## src/rtl/digit_safe_pkg.sv

```systemverilog
// Shared constants for the digit-safe front end: button channel indices,
// clock rate and the debounce / auto-repeat timing derived from it.
package digit_safe_pkg;

    // Channel bit positions on the raw button bus
    localparam int BTN_PW_SET    = 0;
    localparam int BTN_UP        = 1;
    localparam int BTN_DOWN      = 2;
    localparam int BTN_SLIDE     = 3;
    localparam int BTN_PLACE     = 4;
    localparam int BTN_OK        = 5;
    localparam int BTN_PW_ENDSET = 6;
    localparam int N_BTN         = 7;

    localparam int CLK_HZ = 25_200_000;

    // 10 ms of stable input before a level change is accepted
    localparam int DEBOUNCE_MS     = 10;
    localparam int DEBOUNCE_CYCLES = (CLK_HZ / 1000) * DEBOUNCE_MS;
    localparam int CNT_W           = 18;

    // Auto-repeat: first repeat after 500 ms of hold, then every 100 ms
    localparam int REPEAT_DELAY_CYCLES  = CLK_HZ / 2;
    localparam int REPEAT_PERIOD_CYCLES = CLK_HZ / 10;
    localparam int REPEAT_CNT_W         = 24;

    // Only up and down repeat while held
    localparam logic [N_BTN-1:0] REPEAT_MASK = 7'b0000110;

    typedef logic [N_BTN-1:0] btn_vec_t;

endpackage

```

## src/rtl/btn_debounce_ch.sv

```systemverilog
// One button channel: two-flop synchroniser, glitch-rejecting debounce
// counter, accepted level and registered press/release pulses.
// Optional auto-repeat on held presses when BTN_AUTOREPEAT_EN is defined.
module btn_debounce_ch #(
    parameter int DEBOUNCE_CYCLES = digit_safe_pkg::DEBOUNCE_CYCLES,
`ifdef BTN_AUTOREPEAT_EN
    parameter bit REPEAT_EN     = 1'b0,
    parameter int REPEAT_DELAY  = digit_safe_pkg::REPEAT_DELAY_CYCLES,
    parameter int REPEAT_PERIOD = digit_safe_pkg::REPEAT_PERIOD_CYCLES,
`endif
    parameter int CNT_W = digit_safe_pkg::CNT_W
) (
    input  logic clk,
    input  logic rst,
    input  logic raw,
    output logic level,
    output logic pulse,
    output logic release_pulse
);
    import digit_safe_pkg::*;

    // Last count value of a pending change; the change is taken on the next edge
    localparam logic [CNT_W-1:0] ACCEPT_AT = CNT_W'(DEBOUNCE_CYCLES - 1);

    logic             sync_p0;
    logic             sync_p1;
    logic [CNT_W-1:0] cnt;
    logic             level_d;
    logic             repeat_fire;

    // Bring the asynchronous pin into the clk domain
    always_ff @(posedge clk) begin
        if (rst) begin
            sync_p0 <= 1'b0;
            sync_p1 <= 1'b0;
        end else begin
            sync_p0 <= raw;
            sync_p1 <= sync_p0;
        end
    end

    // Count consecutive cycles the synchronised input disagrees with the level;
    // any agreement restarts the count, so a bounce earns no partial credit
    always_ff @(posedge clk) begin
        if (rst) begin
            cnt   <= '0;
            level <= 1'b0;
        end else if (sync_p1 == level) begin
            cnt <= '0;
        end else if (cnt == ACCEPT_AT) begin
            level <= ~level;
            cnt   <= '0;
        end else begin
            cnt <= cnt + CNT_W'(1);
        end
    end

    // Registered one-cycle pulses on accepted rising and falling edges
    always_ff @(posedge clk) begin
        if (rst) begin
            level_d       <= 1'b0;
            pulse         <= 1'b0;
            release_pulse <= 1'b0;
        end else begin
            level_d       <= level;
            pulse         <= (level & ~level_d) | repeat_fire;
            release_pulse <= ~level & level_d;
        end
    end

`ifdef BTN_AUTOREPEAT_EN
    generate
        if (REPEAT_EN) begin : g_repeat
            localparam logic [REPEAT_CNT_W-1:0] FIRE_AT = REPEAT_CNT_W'(REPEAT_DELAY);
            // After a repeat, restart so the next one lands one period later
            localparam logic [REPEAT_CNT_W-1:0] RELOAD  =
                REPEAT_CNT_W'(REPEAT_DELAY - REPEAT_PERIOD + 1);

            logic [REPEAT_CNT_W-1:0] rep_cnt;

            // Hold timer: runs while the level is high, cleared on release
            always_ff @(posedge clk) begin
                if (rst || !level) begin
                    rep_cnt <= '0;
                end else if (rep_cnt == FIRE_AT) begin
                    rep_cnt <= RELOAD;
                end else begin
                    rep_cnt <= rep_cnt + REPEAT_CNT_W'(1);
                end
            end

            assign repeat_fire = level && (rep_cnt == FIRE_AT);
        end else begin : g_no_repeat
            assign repeat_fire = 1'b0;
        end
    endgenerate
`else
    assign repeat_fire = 1'b0;
`endif

endmodule

```

## src/rtl/btn_conditioner.sv

```systemverilog
// Button/switch conditioning ahead of password_manager: every channel is
// synchronised and debounced independently, producing a clean level plus
// press and release pulses; any_press flags a press on any channel.
// Build option: define BTN_AUTOREPEAT_EN to add auto-repeat on REPEAT_MASK
// channels (default build has no repeat logic).
module btn_conditioner #(
    parameter int N_BTN           = digit_safe_pkg::N_BTN,
    parameter int DEBOUNCE_CYCLES = digit_safe_pkg::DEBOUNCE_CYCLES,
`ifdef BTN_AUTOREPEAT_EN
    parameter logic [N_BTN-1:0] REPEAT_MASK = digit_safe_pkg::REPEAT_MASK,
    parameter int REPEAT_DELAY  = digit_safe_pkg::REPEAT_DELAY_CYCLES,
    parameter int REPEAT_PERIOD = digit_safe_pkg::REPEAT_PERIOD_CYCLES,
`endif
    parameter int CNT_W = digit_safe_pkg::CNT_W
) (
    input  logic             clk,
    input  logic             rst,
    input  logic [N_BTN-1:0] btn_raw,
    output logic [N_BTN-1:0] btn_level,
    output logic [N_BTN-1:0] btn_pulse,
    output logic [N_BTN-1:0] btn_release,
    output logic             any_press
);
    import digit_safe_pkg::*;

    generate
        for (genvar i = 0; i < N_BTN; i++) begin : g_ch
            btn_debounce_ch #(
                .DEBOUNCE_CYCLES(DEBOUNCE_CYCLES),
`ifdef BTN_AUTOREPEAT_EN
                .REPEAT_EN      (REPEAT_MASK[i]),
                .REPEAT_DELAY   (REPEAT_DELAY),
                .REPEAT_PERIOD  (REPEAT_PERIOD),
`endif
                .CNT_W          (CNT_W)
            ) u_ch (
                .clk          (clk),
                .rst          (rst),
                .raw          (btn_raw[i]),
                .level        (btn_level[i]),
                .pulse        (btn_pulse[i]),
                .release_pulse(btn_release[i])
            );
        end
    endgenerate

    // Pulses are already registered, so this OR lines up with them
    assign any_press = |btn_pulse;

endmodule

```

## config.mk

```make
export PLATFORM = sky130hd
export DESIGN_NAME = btn_conditioner
export DESIGN_NICKNAME = d
export VERILOG_FILES = /design/src/rtl/digit_safe_pkg.sv /design/src/rtl/btn_debounce_ch.sv /design/src/rtl/btn_conditioner.sv
export SDC_FILE = /design/constraint.sdc
export NUM_CORES = 1
export LEC_CHECK = 0
export ABC_AREA = 1
export CAP_MARGIN = 20
export CORE_UTILIZATION = 44
export CTS_BUF_LIST = sky130_fd_sc_hd__clkbuf_4 sky130_fd_sc_hd__clkbuf_8
export DETAILED_ROUTE_END_ITERATION = 16
export PLACE_DENSITY = 0.62
export SLEW_MARGIN = 20
export SYNTH_ARGS = -nofsm -noshare
export SYNTH_HDL_FRONTEND = slang
export SYNTH_SLANG_ARGS = --single-unit
```

## constraint.sdc

```tcl
create_clock -name clk -period 1.35 [get_ports clk]
set_input_delay 0.135 -clock clk [delete_from_list [all_inputs] [get_ports clk]]
set_output_delay 0.135 -clock clk [all_outputs]
set_load 0.02 [all_outputs]
```

==> results.yml, run 1 <==
finish:
  diodes: 0
  drive_gt1_share_pct: 30.8
  nets: 1312
  final_cell_mix: "nand2_1, nor2_1, buf_4"
  layout_commonest_cell: "nand2_1"
  areaGrowthSynthToFinish_pct: 37.2
  fin_util_pct: 61.9
critical_path:
  reg2reg_to: "g_ch[3].u_ch.cnt[4]$_SDFF_PP0_"
  reg2reg_depth: 7
  worst_path_dominant_cell_family: "flip-flops"
  critical_path_required_ps: 1220
  reg2reg_setup_slack_ps: -50
  start_kind: "flop"
  r2r_start: "g_ch[3].u_ch.cnt[1]$_SDFF_PP0_"
  crit_cells: 4
  critPathMaxFanout: 2
  end_kind: "primary output"
  worstPathArrival_ps: 1290
  critPathSlowestCell: "dfxtp_2"
  worstPathCellList: "nor3_2 > buf_4 > nand2_2 > buf_6"
  critPathBufInv: 2
  slowest_delay_ps: 350
  cp-startpoint: "g_ch[5].u_ch.pulse$_SDFF_PP0_"
  endpoint: "any_press"
  path_class: "reg -> out"
placed_design:
  port_buffers: 30
  dpl.hpwl_mm: 12.1
  gp_congestion: 0.848
logic_synthesis:
  netlist_area_sq_mm: 0.00780
  synth_nets: 1124
  avgSynthCellArea_sq_um: 7.04
  yosys_warnings: 0
  synth_cell_types: 33
  synth-seq-cells: 168
  synth_cells: 1108
  yosysSeqAreaShare_pct: 43.1
detailed_routing:
  drc: 0
  ant_nets: 0
  num_vias: 7145
  drt_iter0_drc: 239
  wl_per_cell_um: 11.2
  viasPerCell: 4.66
  drt-pass1-iter-count: 4
  wl_mm: 17.1
sta:
  grt_setup_unrepaired: "true"
  finalClockSkew_ps: 10.6
  whs_ps: 196
  setup_violations: 25
  slew_violations: 0
  hold_violations: 0
  worstMarginPinSlew_ps: 333
  post-route-worst-setup-slack_ps: -78.7
  max_freq_ghz: 0.700
  maxSlewHeadroom_pct: 77.6
  period_share_pct: 106
  min_period_ps: 1430
die:
  die-width_um: 135
  io_pins: 31
  die_y_um: 135
  dieArea_sq_mm: 0.0183
  rows: 48
  initial_core_util_pct: 45.1
  core_area_sq_mm: 0.0173
clocking:
  cts_buffers: 17
  clk_path_buf_depth: 2
  cts_tree: "done"
  root_buffer: "clkbuf_8"
  clk_latency_ps: 450
  cts_sinks: 168
  cts_hold_buffers: 0
  htreeDepth: 4
  clkSlewWorstSetupHoldPaths_ps: 90
global_routing:
  grt_use_total_pct: 18.8
  overflow: 0
  grt_pass1_wl_mm: 27.8
  grt_antenna_before_repair: 0
  grt_max_degree: 19
  grt_pass1_vias: 6443
min_path:
  min_path_type: "in -> reg"
  hold_depth: 3
status:
  status: "finished, violations left"
  violations: "setup timing"
power_and_ir_drop:
  p_leak_nw: 3.98
  ir_drop_uv: 533
  power_density_mw_per_mm2: 847
job:
  cap_violations: 0
report_power, final:
group          internal, mW  switching, mW
sequential             4.97         0.0147
combinational        0.0996          0.109
clock                  2.02           1.84
through the flow:
step	instances	cell area, sq um	TNS, ps	total power [mW]	setup slack [ps]
2_1_floorplan	1108	7860	0	5.20	8.46
3_3_place_gp	1486	9380	-19220	5.28	-271
3_5_place_dp	1486	9380	-23610	5.28	-318
4_1_cts	1525	10000	-261	9.17	-171
5_1_grt	1534	10700	-4070	9.39	-150
6_report	1534	10700	-724	9.06	-78.7
cells in the mapped netlist, drive strengths merged:
library cell | count | area, sq um
dfxtp | 168 | 3360
nor4 | 1 | 6.26
nand4 | 20 | 125
clkbuf | 2 | 7.51
buf | 30 | 239
nor3 | 21 | 105
o21a | 1 | 7.51
and2 | 1 | 6.26
nand2 | 242 | 916
nand3 | 69 | 365
xor2 | 37 | 324
nor2 | 266 | 1070
o21bai | 9 | 82.6
xnor2 | 14 | 123
ha | 7 | 87.6
nand3b | 2 | 15.0
or2 | 13 | 81.3
inv | 131 | 492
a21oi | 49 | 249
o21ai | 25 | 136
cell families after synthesis:
family                   Yosys count  synth area share, %
AO/OA/AOI/OAI                     84                 6.10
flip-flops                       168                 43.1
AND/OR/NAND/NOR                  635                 34.5
adder cells (fa/ha/maj)            7                 1.12
buffers and inverters            163                 9.47
XOR/XNOR                          51                 5.73
worst reg2reg max path, cell delays in order, from the launching register on:
cell       delay (ps)
dfxtp_2           370
ha_4              160
nand3_4           110
nor2_4            150
nand2_4            80
o21bai_4          200
clkbuf_16         200
nor2_1             40
layer usage:
metal / part of all wire [%] / wire length [um] / track usage [%]
met3: 3.2 / 552 / 3.64
met2: 49 / 8420 / 32.4
met4: 1.5 / 254 / 6.62
met5: 0 / 0 / 0
met1: 46 / 7890 / 23.4
cell type report:
cell class | instances | area (sq um)
Clock buffer | 21 | 289
Clock inverter | 11 | 145
Fill cell | 1571 | 6600
Inverter | 131 | 494
Multi-Input combinational cell | 777 | 4390
Sequential cell | 168 | 3410
Tap cell | 225 | 282
Timing Repair Buffer | 201 | 1700
sequential cells by signal (all words and copies together) (netlist names):
| signal | flops |
|---|---|
| g_ch.u_ch.cnt | 126 |
| g_ch.u_ch.level | 7 |
| g_ch.u_ch.level_d | 7 |
| g_ch.u_ch.pulse | 7 |
| g_ch.u_ch.release_pulse | 7 |
| g_ch.u_ch.sync_p0 | 7 |
| g_ch.u_ch.sync_p1 | 7 |
timing repair:
| action | 4_1_cts | 5_1_grt |
|---|---|---|
| pin swaps | 12 | 37 |
| buffers inserted | 7 | 9 |
| endpoints found under the setup margin | 116 | 130 |
| cloned | 0 | 2 |
| gates resized for setup | 86 | 167 |
worst min-delay path by stage:
stage / from / to
after floorplan: btn_raw[0] / g_ch[0].u_ch.sync_p0$_SDFF_PP0_
after global placement: g_ch[6].u_ch.sync_p0$_SDFF_PP0_ / g_ch[6].u_ch.sync_p1$_SDFF_PP0_
after detailed placement: g_ch[4].u_ch.sync_p0$_SDFF_PP0_ / g_ch[4].u_ch.sync_p1$_SDFF_PP0_
after CTS: btn_raw[0] / g_ch[0].u_ch.sync_p0$_SDFF_PP0_
after global routing: btn_raw[5] / g_ch[5].u_ch.sync_p0$_SDFF_PP0_
final: btn_raw[0] / g_ch[0].u_ch.sync_p0$_SDFF_PP0_
Note: power is estimated with default switching activity, not from simulation.
==> run 2, diff against run 1 <==
- GPL_ROUTABILITY_DRIVEN: default -> 0
==> results of run 2 <==
Same layout as run 1: the final DEF is identical, and so are final timing and power.
==> run 3, diff against run 2 <==
- ABC_AREA: 1 -> default
- PLACE_DENSITY: 0.62 -> 0.6
- clock period: 1.35 -> 1.9 ns (I/O delays scaled with it)
==> run 3 against run 2 <==
Against the previous run:
- area after synthesis decreased by 7.5%
- worst setup slack improved by 120 ps
- critical path depth increased by 1
- global-route usage decreased by 1.9 points
- critical path type is now reg -> reg
- sequential share of layout area increased by 8.0 points
- highest routed layer unchanged
- power decreased by 29%
- the flow now finishes without violations
- synthesized cell count decreased by 28%
==> results.yml, run 3 <==
status:
  status: "finished, final reports clean"
sta:
  post-route-worst-setup-slack_ps: 36.4
  grt_setup_unrepaired: "true"
  setup_tns_ps: 0
  period_share_pct: 98.1
  worstMarginPinSlew_ps: 355
  hold_violations: 0
  maxSlewHeadroom_pct: 76.1
  setup_violations: 0
  slew_violations: 0
  finalClockSkew_ps: 11.9
  max_freq_ghz: 0.537
  min_period_ps: 1860
clocking:
  clk_latency_ps: 440
  cts_hold_buffers: 0
  clk_path_buf_depth: 2
  cts_buffers: 17
  clkSlewWorstSetupHoldPaths_ps: 90
  cts_setup_buffers: 0
  root_buffer: "clkbuf_8"
  cts_tree: "done"
  htreeDepth: 4
  cts-resized-gates: 0
  cts_sinks: 168
detailed_routing:
  drc: 0
  wl_met1_mm: 6.46
  viasPerCell: 5.09
  met3_length_um: 546
  drt_iter0_drc: 376
  num_vias: 5560
  top_layer_used: "met4"
  drt-pass1-iter-count: 5
  wl_per_cell_um: 12.3
  met2_length_mm: 6.23
  wl_mm: 13.4
  ant_nets: 0
logic_synthesis:
  synth.top_cells.by_count: "dfxtp_1, nor2_1, xnor2_1, nand3_1, nand4_1"
  synth_nets: 814
  yosys_warnings: 0
  ys_async_sr_fraction_pct: 0
  synth_cells: 798
  synth_cell_types: 44
  synth_area_leaders: "dfxtp_1, xnor2_1, nor2_1"
  yosysMostFrequentCell: "dfxtp_1"
  synth-seq-cells: 168
  synth_top_area_share_pct: 46.6
  synth_edf_count: 0
  netlist_area_sq_mm: 0.00721
  synth_ff_type: "dfxtp_1"
  yosysSeqAreaShare_pct: 46.6
  avgSynthCellArea_sq_um: 9.04
  yosys.area.top_type: "dfxtp_1"
die:
  core_area_sq_mm: 0.0159
  dieArea_sq_mm: 0.0169
  die_y_um: 130
  rows: 46
  io_pins: 31
  initial_core_util_pct: 45.2
  die-width_um: 130
finish:
  instances_no_fill: 1093
  layout_commonest_cell: "dfxtp_1"
  multiInputGateArea_sq_mm: 0.00348
  drive_gt1_share_pct: 12.0
  fin_area_sq_mm: 0.00843
  fin_util_pct: 52.9
  final_cell_mix: "dfxtp_1, nor2_1, xnor2_1"
  diodes: 0
  regArea_sq_mm: 0.00336
  areaGrowthSynthToFinish_pct: 16.9
  top_register: "g_ch.u_ch.cnt"
  nFillCells: 1483
  nets: 880
  largest_reg_flops: 126
power_and_ir_drop:
  p_leak_nw: 2.63
  power_density_mw_per_mm2: 762
  ir_drop_uv: 662
placed_design:
  dpl_cell_area_sq_mm: 0.00798
  place_ws_ps: 55.6
  placedCellCount: 1061
  dpl.hpwl_mm: 9.84
  port_buffers: 30
critical_path:
  path_class: "reg -> reg"
  critical_path_required_ps: 2230
  reg2reg_to: "g_ch[6].u_ch.cnt[9]$_SDFF_PP0_"
  reg2reg_setup_slack_ps: 40
  worstPathArrival_ps: 2190
  reg2reg_depth: 5
  critPathMaxFanout: 17
  start_kind: "flop"
  r2r_start: "g_ch[6].u_ch.cnt[8]$_SDFF_PP0_"
  end_kind: "flop"
min_path:
  holdPathEnd: "g_ch[2].u_ch.sync_p0$_SDFF_PP0_"
  min_path_type: "in -> reg"
  hold_depth: 2
  hp-start: "rst"
job:
  cap_violations: 0
global_routing:
  grt_max_degree: 19
  grt_pass1_vias: 5178
  overflow: 0
  grt_use_total_pct: 17.0
  grt_antenna_before_repair: 1
  grt_pass1_wl_mm: 22.9
==> run 3: cell types whose count changed after synthesis, sizes merged, moves of 12 or more <==
cell   previous run  this run
nand2           242        29
nor2            266       142
inv             131        32
xnor2            14        88
a21oi            49        10
nor4              1        36
nand3            69        44
nor2b             0        25
nand4            20        41
xor2             37        21
o21ai            25        13
==> run 3: cell type report <==
class                      instances  area share [%]
multi-input combinational        561            41.3
sequential                       168            39.9
timing repair buffer              84            8.93
tap                              216            3.21
clock buffer                      18            2.94
clock inverter                    14            2.30
inverter                          32            1.42
==> run 3: power by group <==
group	internal [mW]	switching, mW	total [mW]
Sequential	3.54	0.00987	3.55
Clock	1.48	1.29	2.77
Combinational	0.0521	0.0515	0.104
Total	5.06	1.36	6.42
==> run 3: cell families after synthesis <==
logic type	after synthesis	share of synthesized area, %
compound gates	34	3.50
xor+xnor	109	13.2
fa+ha+maj	7	1.21
buf+inv	69	5.14
flops	168	46.6
mux	5	0.711
simple gates	406	29.6
==> run 3: routing by layer <==
layer | global-route usage (%) | vias to the layer above
met4 | 5.95 | 0
li1 | - | 2860
met2 | 27.8 | 99
met1 | 21.5 | 2585
met3 | 4.51 | 16
met5 | 0 | -
==> run 3: worst max path at each step <==
stage	from	endpoint	slack, ps
floorplan	g_ch[6].u_ch.cnt[8]$_SDFF_PP0_	g_ch[6].u_ch.cnt[16]$_SDFF_PP0_	6
global placement	g_ch[6].u_ch.cnt[8]$_SDFF_PP0_	g_ch[6].u_ch.cnt[5]$_SDFF_PP0_	60
detailed placement	g_ch[0].u_ch.cnt[9]$_SDFF_PP0_	g_ch[0].u_ch.cnt[17]$_SDFF_PP0_	60
CTS	g_ch[2].u_ch.pulse$_SDFF_PP0_	any_press	30
global route	g_ch[6].u_ch.cnt[8]$_SDFF_PP0_	g_ch[6].u_ch.cnt[9]$_SDFF_PP0_	-20
finish	g_ch[6].u_ch.cnt[8]$_SDFF_PP0_	g_ch[6].u_ch.cnt[9]$_SDFF_PP0_	40
==> run 3: per-stage QoR <==
step / hold slack, ps / power [mW]
after detailed placement: 394 / 3.74
after global routing: 145 / 6.66
final: 143 / 6.42
after floorplan: 318 / 3.69
after global placement: 392 / 3.73
after CTS: 130 / 6.51
==> run 3: worst max-delay path, stage by stage, from the launching register on <==
cell     delay, ps
dfxtp_1        320
or4b_1         510
or4_4          550
o21ai_4        160
buf_12         160
nor2_1          50
